File: config.mk
export PLATFORM = sky130hd
export DESIGN_NAME = score_keeper_flat
export DESIGN_NICKNAME = d
export VERILOG_FILES = /design/src/rtl/score_pkg.sv /design/src/rtl/score_keeper_if.sv /design/src/rtl/bcd_add_digit.sv /design/src/rtl/score_keeper.sv /design/src/flat_wrapper.sv
export SDC_FILE = /design/constraint.sdc
export NUM_CORES = 1
export LEC_CHECK = 0
export CAP_MARGIN = 30
export CORE_UTILIZATION = 60
export CTS_CLUSTER_DIAMETER = 50
export DETAILED_ROUTE_END_ITERATION = 8
export DONT_BUFFER_PORTS = 1
export GPL_TIMING_DRIVEN = 1
export MAX_ROUTING_LAYER = met4
export PLACE_DENSITY = 0.76
export SYNTH_ARGS = -nofsm -noshare
export SYNTH_HDL_FRONTEND = slang
export SYNTH_SLANG_ARGS = --single-unit
export TNS_END_PERCENT = 100
File: constraint.sdc
create_clock -name clk -period 3.9 [get_ports clk]
set_clock_uncertainty 0.05 [all_clocks]
set_input_delay 1.17 -clock clk [delete_from_list [all_inputs] [get_ports clk]]
set_output_delay 1.17 -clock clk [all_outputs]
set_load 0.01 [all_outputs]
File: src/rtl/score_pkg.sv
// Shared types and constants for the dodge-game score keeper.
package score_pkg;

    typedef enum logic [1:0] {IDLE, RUN, OVER} game_state_t;
    typedef logic [3:0] bcd_digit_t;

    localparam logic [7:0] BCD_MAX  = 8'h99;
    localparam logic [7:0] BCD_ZERO = 8'h00;

    function automatic logic is_bcd(input logic [7:0] v);
        return (v[7:4] <= 4'd9) && (v[3:0] <= 4'd9);
    endfunction

endpackage

File: src/rtl/score_keeper_if.sv
// Control inputs and display/status outputs of the score keeper.
interface score_keeper_if;

    logic       start;
    logic       point;
    logic       collide;
    logic       show_hi;
    logic [7:0] score_out;
    logic       running;
    logic       game_over;

    modport master (
        output start, point, collide, show_hi,
        input  score_out, running, game_over
    );

    modport slave (
        input  start, point, collide, show_hi,
        output score_out, running, game_over
    );

endinterface

File: src/rtl/bcd_add_digit.sv
// One BCD digit adder: a + b + cin with decimal carry-out.
module bcd_add_digit
    import score_pkg::*;
(
    input  bcd_digit_t a,
    input  bcd_digit_t b,
    input  logic       cin,
    output bcd_digit_t sum,
    output logic       cout
);

    logic [4:0] raw;

    // Largest raw sum is 9 + 9 + 1 = 19, so a single -10 correction suffices.
    always_comb begin
        raw = {1'b0, a} + {1'b0, b} + {4'b0000, cin};
        if (raw > 5'd9) begin
            sum  = bcd_digit_t'(raw - 5'd10);
            cout = 1'b1;
        end else begin
            sum  = raw[3:0];
            cout = 1'b0;
        end
    end

endmodule

File: src/rtl/score_keeper.sv
// Two-digit BCD score counter and game-state FSM for the dodge game.
// Optional high-score register enabled by defining SCORE_HIGH_EN.
module score_keeper
    import score_pkg::*;
#(
    parameter bit          SATURATE = 1'b1,
    parameter int unsigned STEP     = 1
) (
    input logic           clk,
    input logic           reset,
    score_keeper_if.slave bus
);

    localparam bcd_digit_t STEP_D = bcd_digit_t'(STEP);

    game_state_t state, next_state;
    logic [7:0]  score, score_next;

    logic start_s, start_q, point_s, point_q, col_s, col_q;
    logic start_ev, point_ev, col_ev;

    bcd_digit_t units_sum, tens_sum;
    logic       units_cout, tens_cout;

    // Inputs are registered once, then compared against their previous sample.
    always_ff @(posedge clk or posedge reset) begin
        if (reset) begin
            start_s <= 1'b0;
            start_q <= 1'b0;
            point_s <= 1'b0;
            point_q <= 1'b0;
            col_s   <= 1'b0;
            col_q   <= 1'b0;
        end else begin
            start_s <= bus.start;
            start_q <= start_s;
            point_s <= bus.point;
            point_q <= point_s;
            col_s   <= bus.collide;
            col_q   <= col_s;
        end
    end

    assign start_ev = start_s & ~start_q;
    assign point_ev = point_s & ~point_q;
    assign col_ev   = col_s   & ~col_q;

    always_ff @(posedge clk or posedge reset) begin
        if (reset) begin
            state <= IDLE;
            score <= BCD_ZERO;
        end else begin
            state <= next_state;
            score <= score_next;
        end
    end

    always_comb begin
        next_state = state;
        case (state)
            IDLE:    if (start_ev) next_state = RUN;
            RUN:     if (col_ev)   next_state = OVER;
            OVER:    if (start_ev) next_state = RUN;
            default: next_state = IDLE;
        endcase
    end

    always_comb begin
        bus.running   = (state == RUN);
        bus.game_over = (state == OVER);
    end

    bcd_add_digit u_units (
        .a    (score[3:0]),
        .b    (STEP_D),
        .cin  (1'b0),
        .sum  (units_sum),
        .cout (units_cout)
    );

    bcd_add_digit u_tens (
        .a    (score[7:4]),
        .b    (4'd0),
        .cin  (units_cout),
        .sum  (tens_sum),
        .cout (tens_cout)
    );

    // A tens carry-out means the sum reached 100; the dropped carry is the wrap.
    always_comb begin
        score_next = score;
        case (state)
            IDLE, OVER: begin
                if (start_ev) score_next = BCD_ZERO;
            end
            RUN: begin
                if (point_ev && !col_ev) begin
                    if (tens_cout && SATURATE) score_next = BCD_MAX;
                    else                       score_next = {tens_sum, units_sum};
                end
            end
            default: score_next = BCD_ZERO;
        endcase
    end

`ifdef SCORE_HIGH_EN
    logic [7:0] hi_score, hi_next, out_r;

    // Packed BCD orders the same as its decimal value, so a plain compare works.
    always_comb begin
        hi_next = hi_score;
        if (state == RUN && col_ev && score > hi_score) hi_next = score;
    end

    always_ff @(posedge clk or posedge reset) begin
        if (reset) begin
            hi_score <= BCD_ZERO;
            out_r    <= BCD_ZERO;
        end else begin
            hi_score <= hi_next;
            out_r    <= bus.show_hi ? hi_next : score_next;
        end
    end

    assign bus.score_out = out_r;
`else
    logic unused_show_hi;

    assign unused_show_hi = bus.show_hi;
    assign bus.score_out  = score;
`endif

    a_score_bcd: assert property (@(posedge clk) disable iff (reset) is_bcd(score));

endmodule

File: src/flat_wrapper.sv
// flat-port wrapper written by rule: the top's interface ports become plain ports
module score_keeper_flat import score_pkg::*;
#(
    parameter bit          SATURATE = 1'b1,
    parameter int unsigned STEP     = 1
)
  (clk, reset, bus_start, bus_point, bus_collide, bus_show_hi, bus_score_out, bus_running, bus_game_over);
  score_keeper_if bus_i ();
  input logic clk;
  input logic reset;
  input wire logic [$bits(bus_i.start)-1:0] bus_start;
  input wire logic [$bits(bus_i.point)-1:0] bus_point;
  input wire logic [$bits(bus_i.collide)-1:0] bus_collide;
  input wire logic [$bits(bus_i.show_hi)-1:0] bus_show_hi;
  output wire logic [$bits(bus_i.score_out)-1:0] bus_score_out;
  output wire logic [$bits(bus_i.running)-1:0] bus_running;
  output wire logic [$bits(bus_i.game_over)-1:0] bus_game_over;
  assign bus_i.start = bus_start;
  assign bus_i.point = bus_point;
  assign bus_i.collide = bus_collide;
  assign bus_i.show_hi = bus_show_hi;
  assign bus_score_out = bus_i.score_out;
  assign bus_running = bus_i.running;
  assign bus_game_over = bus_i.game_over;
  score_keeper #(.SATURATE(SATURATE), .STEP(STEP)) u_core (.clk(clk), .reset(reset), .bus(bus_i));
endmodule
==> results of run 1 <==
## metal layers
layer,global-route usage,vias to the layer above,wire length [um]
li1,-,308,-
met1,0.2955,291,731
met2,0.2937,15,645
met3,0.09783,5,72
met4,0.1000,0,30
met5,-,-,0
## stage by stage
step	instances	cell area, um^2	utilization
final	102	944.7	0.6997
after global routing	102	944.7	0.6997
after CTS	102	944.7	0.6997
after detailed placement	98	908.4	0.6728
after global placement	98	908.4	0.6728
after floorplan	84	900.9	-
## state kept, by name, indices dropped and copies added (netlist names)
register              cells
u_core.start_q            1
u_core.state              2
u_core.point_q            1
u_core.col_q              1
u_core.col_s              1
u_core.point_s            1
u_core.start_s            1
u_core.bus.score_out      8
## synthesized netlist by cell type
| cell | n | area share |
|---|---|---|
| dfrtp_1 | 16 | 0.44 |
| nand2b_1 | 7 | 0.049 |
| inv_1 | 6 | 0.025 |
| ha_1 | 5 | 0.069 |
| a21oi_1 | 4 | 0.022 |
| nand2_1 | 4 | 0.017 |
| a22o_1 | 3 | 0.029 |
| nor2_1 | 3 | 0.012 |
| o21ai_0 | 3 | 0.017 |
| xnor2_1 | 3 | 0.029 |
| a21o_1 | 2 | 0.017 |
| a21oi_2 | 2 | 0.019 |
| a31o_2 | 2 | 0.019 |
| a31oi_1 | 2 | 0.014 |
| nand2b_4 | 2 | 0.031 |
| nand3_1 | 2 | 0.011 |
| nand4_1 | 2 | 0.014 |
| o22ai_1 | 2 | 0.014 |
| a21o_2 | 1 | 0.0097 |
| a31oi_2 | 1 | 0.014 |
| and2b_1 | 1 | 0.0083 |
| and3_1 | 1 | 0.0069 |
| and4_1 | 1 | 0.0097 |
| buf_6 | 1 | 0.012 |
| mux2_4 | 1 | 0.017 |
| mux2i_1 | 1 | 0.011 |
| nand3_2 | 1 | 0.011 |
| nand3b_1 | 1 | 0.0083 |
| nand4bb_1 | 1 | 0.012 |
| nor2b_1 | 1 | 0.0069 |
| o211ai_2 | 1 | 0.014 |
| o21ai_1 | 1 | 0.0056 |
## power by group through the flow
stage / Clock, uW / Combinational, uW / Sequential, uW
final: 110 / 117 / 209
after global routing: 121 / 130 / 214
after CTS: 113 / 118 / 209
after detailed placement: 0 / 117 / 213
after global placement: 0 / 114 / 212
after floorplan: 0 / 101 / 206
## worst paths after layout
path | startpoint | endpoint | slack [ns]
worst max-delay path | u_core.bus.score_out[0]$_DFFE_PP0P_ | u_core.bus.score_out[6]$_DFFE_PP0P_ | 0.60
worst min-delay path | u_core.start_s$_DFF_PP0_ | u_core.start_q$_DFF_PP0_ | 0.34
worst max register to register | u_core.bus.score_out[0]$_DFFE_PP0P_ | u_core.bus.score_out[6]$_DFFE_PP0P_ | 0.60
worst min register to register | u_core.start_s$_DFF_PP0_ | u_core.start_q$_DFF_PP0_ | 0.34
max in group asynchronous | reset | u_core.start_s$_DFF_PP0_ | 2.67
min in group asynchronous | reset | u_core.bus.score_out[5]$_DFFE_PP0P_ | 0.76
## layout make-up
type | instances | area [um^2] | share of cell area
Inverter | 6 | 22.52 | 0.02384
Multi-Input combinational cell | 61 | 466.7 | 0.4940
Tap cell | 15 | 18.77 | 0.01987
Clock buffer | 4 | 36.28 | 0.03841
Sequential cell | 16 | 400.4 | 0.4238
## cell families after synthesis
family | synth area share
and+or+nand+nor | 0.1972
AOI/OAI and AO/OA | 0.1944
DFF | 0.4444
buffers and inverters | 0.03750
adders and majority gates | 0.06944
xor gates and xnor gates | 0.02917
muxes | 0.02777
==> results.cfg, run 1 <==
[detailed_routing]
drt_iter0_markers = 14
first_pass_iters = 4
route.detailed.drc = 0
via_count = 619
viasPerCell = 6.069
detail-route-antenna-nets = 0
routedWlPerCell_um = 14.50
wirelength_um = 1479

[critical_path]
r2r_cells = 14
critPathCaptureType = register
startpoint_type = register
crit_path_max_incr_delay_ns = 0.54
slowest_stage = dfrtp_1
crit_cells = 14
cp_num_buf_inv = 2
required_ns = 4.07
crit_top_cell = ha_1
critPathTopFamily = compound AO/OA/AOI/OAI gates
path_cells = inv_1, ha_1, inv_1, ha_1, nand2b_1, a21o_1, a21oi_2, ha_1, ha_1, nand2b_1, a31o_2, a31oi_2, nand2b_1, a31oi_1
worstPathArrival_ns = 3.46
cp_max_fo = 8
critical_path_class = register to register

[clock_tree]
postCtsSetupBuffers = 0
clock_sinks = 16
cts-resized-gates = 0
holdBufCountCts = 0
numCtsBuffers = 3
cts-htree-levels = 1
cts_buffer_depth = 2
cts.clk_slew.worst_paths_ns = 0.09
root_buffer = clkbuf_4
cts_tree = done
clk_latency_ns = 0.29

[floorplan]
dieWidth_um = 40.75
die_h_um = 40.75
io_pins = 16
coreArea_um2 = 1350
fp.dieArea_um2 = 1661
initial_core_util = 0.6673
rows = 13

[sta]
grt_setup_unrepaired = no
fin_crit_ns = 3.295
max_slew_margin = 0.6203
whs_ns = 0.3374
worst_pin_slew_ns = 0.5689
finalHoldViolCount = 0
setup_viol = 0
final.setup.tns_ns = 0
worst_slack_ns = 0.6048
fmax_mhz = 303.5
slew_violations = 0
fin_crit_sh = 0.8449

[global_routing]
grt_pass1_vias = 506
antenna_found_initial = 0
grt_overflow = 0
grt_max_degree = 17
grt.total_usage = 0.2243
grt_pass1_wl_um = 2270

[cells_and_area]
mostFrequentLayoutCell = dfrtp_1
layout-drive-gt1-share = 0.1724
layout-area-overhead-vs-synth_pct = 4.861
fin_nets = 99
n_fill_cell = 106
mostFrequentLayoutCells = 16 x dfrtp_1, 7 x nand2b_1, 6 x inv_1
num_antenna_cells = 0

[pwr]
power_uw = 436.4
switchingPower_uw = 144.7
irDropWorstVdd_v = 0.0002971
internal_power_uw = 291.7
powerDensity_nw_per_um2 = 462.0
p_seq_frac = 0.479
p_leak_uw = 0.0004438
pwr-share-comb = 0.269
power_frac_clock = 0.252
switching_share = 0.3315

[synth]
ys_types = 32
synth_seq_cells = 16
syn_avg_cell_area_um2 = 10.72
netlist_area_um2 = 900.9
synth_cells = 84
syn_nets = 95
ys_seq_area_frac = 0.4444
synth_warnings = 0

[worst_hold_path]
whs_path_depth = 0
hp-class = register to register

[placed_design]
port_buffers = 0
dp_worst_setup_slack_ns = 0.6272
dp_hpwl_um = 1109
place_congestion = 0.6961

[status]
status = complete, no violations

[job]
maxCapViolations = 0
Power figures use the tool's default switching activity.
==> inputs of run 2 (changes only) <==
Clock period 3.9 ns to 3.15 ns, I/O delays scaled along.
==> run 2 against run 1 <==
  * Sequential share of layout area fell by 2.4 points
  * Core utilization up 4.2 points
  * Count of clock-buffer cells in the layout stayed put
  * Combinational power up 62%
  * Worst hold slack gained 0.0055 ns
  * Routed wire length grew 16%
  * Setup slack got worse by 0.41 ns
  * Via count is 8.7% higher
  * Flip-flop and latch count did not move
  * Fmax increased by 12%
  * Critical path depth did not move
  * Critical path type unchanged
  * Critical endpoint unchanged
  * Largest cell class unchanged
  * Highest routed layer unchanged
==> results.cfg, run 2 (synthesis gave the netlist of run 1 again) <==
[clock_tree]
cts.clk_slew.worst_paths_ns = 0.09
cts_tree = done
cts_buffer_depth = 2
clock_sinks = 16
numCtsBuffers = 3
cts-htree-levels = 1
clk_latency_ns = 0.29
root_buffer = clkbuf_4

[critical_path]
crit_path_max_incr_delay_ns = 0.39
critical_path_class = register to register
worstPathArrival_ns = 3.12
startpoint_type = register
slowest_stage = dfrtp_1
critPathTopFamily = compound AO/OA/AOI/OAI gates
r2r_cells = 14
crit_cells = 14
path_cells = inv_1, ha_1, inv_2, ha_1, nand2b_1, a21o_1, a21oi_2, ha_2, ha_1, nand2b_1, a31o_2, a31oi_4, nand2b_1, a31oi_1
cp_max_fo = 4
critPathCaptureType = register
cp_num_buf_inv = 2
required_ns = 3.32

[floorplan]
coreArea_um2 = 1350
fp.dieArea_um2 = 1661
die_h_um = 40.75
io_pins = 16
initial_core_util = 0.6673
rows = 13
dieWidth_um = 40.75

[worst_hold_path]
whs_path_depth = 0
hp-class = register to register

[cells_and_area]
layout-drive-gt1-share = 0.2473
mostFrequentLayoutCells = 16 x dfrtp_1, 7 x nand2b_1, 6 x buf_4
layout.cells.non_filler = 108
layout-area-overhead-vs-synth_pct = 11.11
num_antenna_cells = 0
largest_register_ffs = 8
n_fill_cell = 115
fin_nets = 105
mostFrequentLayoutCell = dfrtp_1

[detailed_routing]
routedWlPerCell_um = 15.93
detail-route-antenna-nets = 0
wirelength_um = 1720
via_count = 673
route.detailed.drc = 0
viasPerCell = 6.231
first_pass_iters = 4
drt_iter0_markers = 6

[global_routing]
grt.total_usage = 0.2550
antenna_found_initial = 0
grt_pass1_vias = 624
grt_max_degree = 17
grt_overflow = 0
grt_pass1_wl_um = 2622

[sta]
slew_violations = 0
finalHoldViolCount = 0
fin_crit_ns = 2.953
fmax_mhz = 338.7
setup_viol = 0
fin_crit_sh = 0.9374
worst_pin_slew_ns = 0.6067
grt_setup_unrepaired = no
max_slew_margin = 0.5951
final.setup.tns_ns = 0

[placed_design]
place_congestion = 0.6763
port_buffers = 0
post-place-cells = 103
dp_hpwl_um = 1332

[pwr]
p_leak_uw = 0.0004730
irDropWorstVdd_v = 0.0003414
powerDensity_nw_per_um2 = 573.0

[job]
maxCapViolations = 0

[status]
status = complete, no violations
-- run 2: timing repair --
action                                  CTS  global route
hold buffers                              0             0
gates cloned                              0             0
endpoints found under the setup margin    1             3
buffers inserted                          1             0
resized for setup                         0             3
pin swaps                                 0             0
-- run 2: worst paths after layout --
| check | startpoint | slack (ns) | end |
|---|---|---|---|
| min | u_core.start_s$_DFF_PP0_ | 0.34 | u_core.start_q$_DFF_PP0_ |
| min in group asynchronous | reset | 0.55 | u_core.col_s$_DFF_PP0_ |
| max in group asynchronous | reset | 2.11 | u_core.bus.score_out[1]$_DFFE_PP0P_ |
| max | u_core.bus.score_out[0]$_DFFE_PP0P_ | 0.20 | u_core.bus.score_out[6]$_DFFE_PP0P_ |
| max reg2reg | u_core.bus.score_out[0]$_DFFE_PP0P_ | 0.20 | u_core.bus.score_out[6]$_DFFE_PP0P_ |
| min reg2reg | u_core.start_s$_DFF_PP0_ | 0.34 | u_core.start_q$_DFF_PP0_ |
-- run 2: area by class of cell --
| cell class | instances | area [um^2] | share of cell area |
|---|---|---|---|
| multi-input combinational | 61 | 478.0 | 0.4775 |
| sequential | 16 | 400.4 | 0.4000 |
| timing repair buffer | 6 | 45.04 | 0.04500 |
| clock buffer | 4 | 36.28 | 0.03625 |
| inverter | 6 | 22.52 | 0.02250 |
| tap | 15 | 18.77 | 0.01875 |
-- run 2: routing by layer --
layer	wire [um]	up-vias	global-route usage
li1	-	324	-
met4	18	0	0.07500
met1	738	333	0.2715
met3	68	2	0.07065
met2	896	14	0.4563
met5	0	-	-
-- run 2: power by group --
part           total (uW)  internal [uW]  leakage, uW  switching [uW]
clock                 138           70.5    0.0000210            67.6
combinational         190           86.1     0.000245             104
sequential            245            225     0.000207            19.6
-- run 2: per-stage QoR --
step | setup WS, ns | total power (uW) | util | hold WS (ns) | cell area [um^2]
after floorplan | 0.1892 | 380.6 | - | 0.3046 | 900.9
after global placement | 0.1577 | 417.6 | 0.7006 | 0.3142 | 945.9
after detailed placement | 0.03350 | 427.0 | 0.7006 | 0.3268 | 945.9
after CTS | 0.07049 | 569.9 | 0.7331 | 0.3480 | 989.7
after global routing | 0.01534 | 606.9 | 0.7414 | 0.3591 | 1001
final | 0.1972 | 573.5 | 0.7414 | 0.3430 | 1001
==> inputs of run 3 (changes only) <==
Settings changed: SKIP_CTS_REPAIR_TIMING from default to 1.
==> run 3 against run 2 <==
  * Non-clock buffer count did not move
  * Sequential power barely moved
  * Critical path type unchanged
  * Total power barely moved
  * Register-to-register slack barely moved
  * Die area did not move
  * Fmax fell by 0.24%
  * Largest power group unchanged
==> results.cfg, run 3 (synthesis gave the netlist of run 1 again) <==
[cells_and_area]
utilization = 0.7424
fin_nets = 105
mostFrequentLayoutCells = 15 x dfrtp_1, 7 x nand2b_1, 6 x buf_4
mostFrequentLayoutCell = dfrtp_1
num_antenna_cells = 0
largest_register_ffs = 8
layout-area-overhead-vs-synth_pct = 11.25
layout-drive-gt1-share = 0.2581

[clock_tree]
cts.clk_slew.worst_paths_ns = 0.09
clk_latency_ns = 0.29
cts_tree = done
clock_sinks = 16
numCtsBuffers = 3
cts-htree-levels = 1
root_buffer = clkbuf_4
cts_buffer_depth = 2

[sta]
fin_crit_sh = 0.9397
fmax_mhz = 337.8
max_slew_margin = 0.5975
fin_crit_ns = 2.960
grt_setup_unrepaired = no
finalHoldViolCount = 0
worst_pin_slew_ns = 0.6030
slew_violations = 0
setup_viol = 0

[detailed_routing]
routedWlPerCell_um = 15.91
detail-route-antenna-nets = 0
wirelength_um = 1718
first_pass_iters = 4
drt_iter0_markers = 4
route.detailed.drc = 0
viasPerCell = 6.259
via_count = 676

[global_routing]
grt_max_degree = 17
antenna_found_initial = 0
grt_overflow = 0
grt_pass1_wl_um = 2601
grt_pass1_vias = 628
grt.total_usage = 0.2527

[pwr]
pwr-share-comb = 0.328
internal_power_uw = 382.8
switching_share = 0.3329
power_uw = 573.8
p_leak_uw = 0.0004716
p_seq_frac = 0.432
powerDensity_nw_per_um2 = 572.6
irDropWorstVdd_v = 0.0003420
switchingPower_uw = 191.0
power_frac_clock = 0.239

[critical_path]
startpoint_type = register
cp_max_fo = 4
critical_path_class = register to register
critPathCaptureType = register
worstPathArrival_ns = 3.13
crit_path_max_incr_delay_ns = 0.41
required_ns = 3.32
cp_num_buf_inv = 2
slowest_stage = dfrtp_2
path_cells = inv_1, ha_1, inv_2, ha_1, nand2b_1, a21o_1, a21oi_2, ha_2, ha_1, nand2b_1, a31o_2, a31oi_4, nand2b_1, a31oi_1
critPathTopFamily = compound AO/OA/AOI/OAI gates

[floorplan]
rows = 13
die_h_um = 40.75
dieWidth_um = 40.75
coreArea_um2 = 1350
fp.dieArea_um2 = 1661
initial_core_util = 0.6673
io_pins = 16

[worst_hold_path]
hp-class = register to register

[placed_design]
dp_hpwl_um = 1332
port_buffers = 0
place_congestion = 0.6763

[status]
status = complete, no violations

[job]
maxCapViolations = 0
run 3: power by group through the flow:
stage          Clock (uW)  Sequential (uW)  Combinational (uW)
6_report              137              248                 188
3_5_place_dp            0              253                 174
5_1_grt               146              251                 211
3_3_place_gp            0              251                 167
2_1_floorplan           0              256                 125
4_1_cts               138              249                 175
run 3: worst paths after layout:
path,startpoint,endpoint,slack (ns),cells after the start
setup reg to reg,u_core.bus.score_out[0]$_DFFE_PP0P_,u_core.bus.score_out[6]$_DFFE_PP0P_,0.19,14
setup / recovery,u_core.bus.score_out[0]$_DFFE_PP0P_,u_core.bus.score_out[6]$_DFFE_PP0P_,0.19,14
max in group asynchronous,reset,u_core.bus.score_out[0]$_DFFE_PP0P_,2.08,1
hold / removal,u_core.start_s$_DFF_PP0_,u_core.start_q$_DFF_PP0_,0.34,0
hold reg to reg,u_core.start_s$_DFF_PP0_,u_core.start_q$_DFF_PP0_,0.34,0
min in group asynchronous,reset,u_core.col_s$_DFF_PP0_,0.55,1
run 3: cell type report:
cell class	instances	area [um^2]
clock buffer	4	36.28
tap	15	18.77
sequential	16	401.6
inverter	6	22.52
multi-input combinational	61	478.0
timing repair buffer	6	45.04
fill	116	347.8
run 3: routing by layer:
metal	routed length [um]	track usage
met2	889	0.4563
met1	736	0.2646
met5	0	-
met3	73	0.07065
met4	18	0.07500
run 3: through the flow:
| stage | instances | hold slack, ns | setup WS, ns | area [um^2] | setup TNS [ns] |
|---|---|---|---|---|---|
| global route | 108 | 0.3590 | 0.02074 | 1002 | 0 |
| global placement | 103 | 0.3142 | 0.1577 | 945.9 | 0 |
| detailed placement | 103 | 0.3268 | 0.03350 | 945.9 | 0 |
| CTS | 107 | 0.3480 | -0.0002149 | 982.2 | -0.0002149 |
| floorplan | 84 | 0.3046 | 0.1892 | 900.9 | 0 |
| finish | 108 | 0.3448 | 0.1900 | 1002 | 0 |
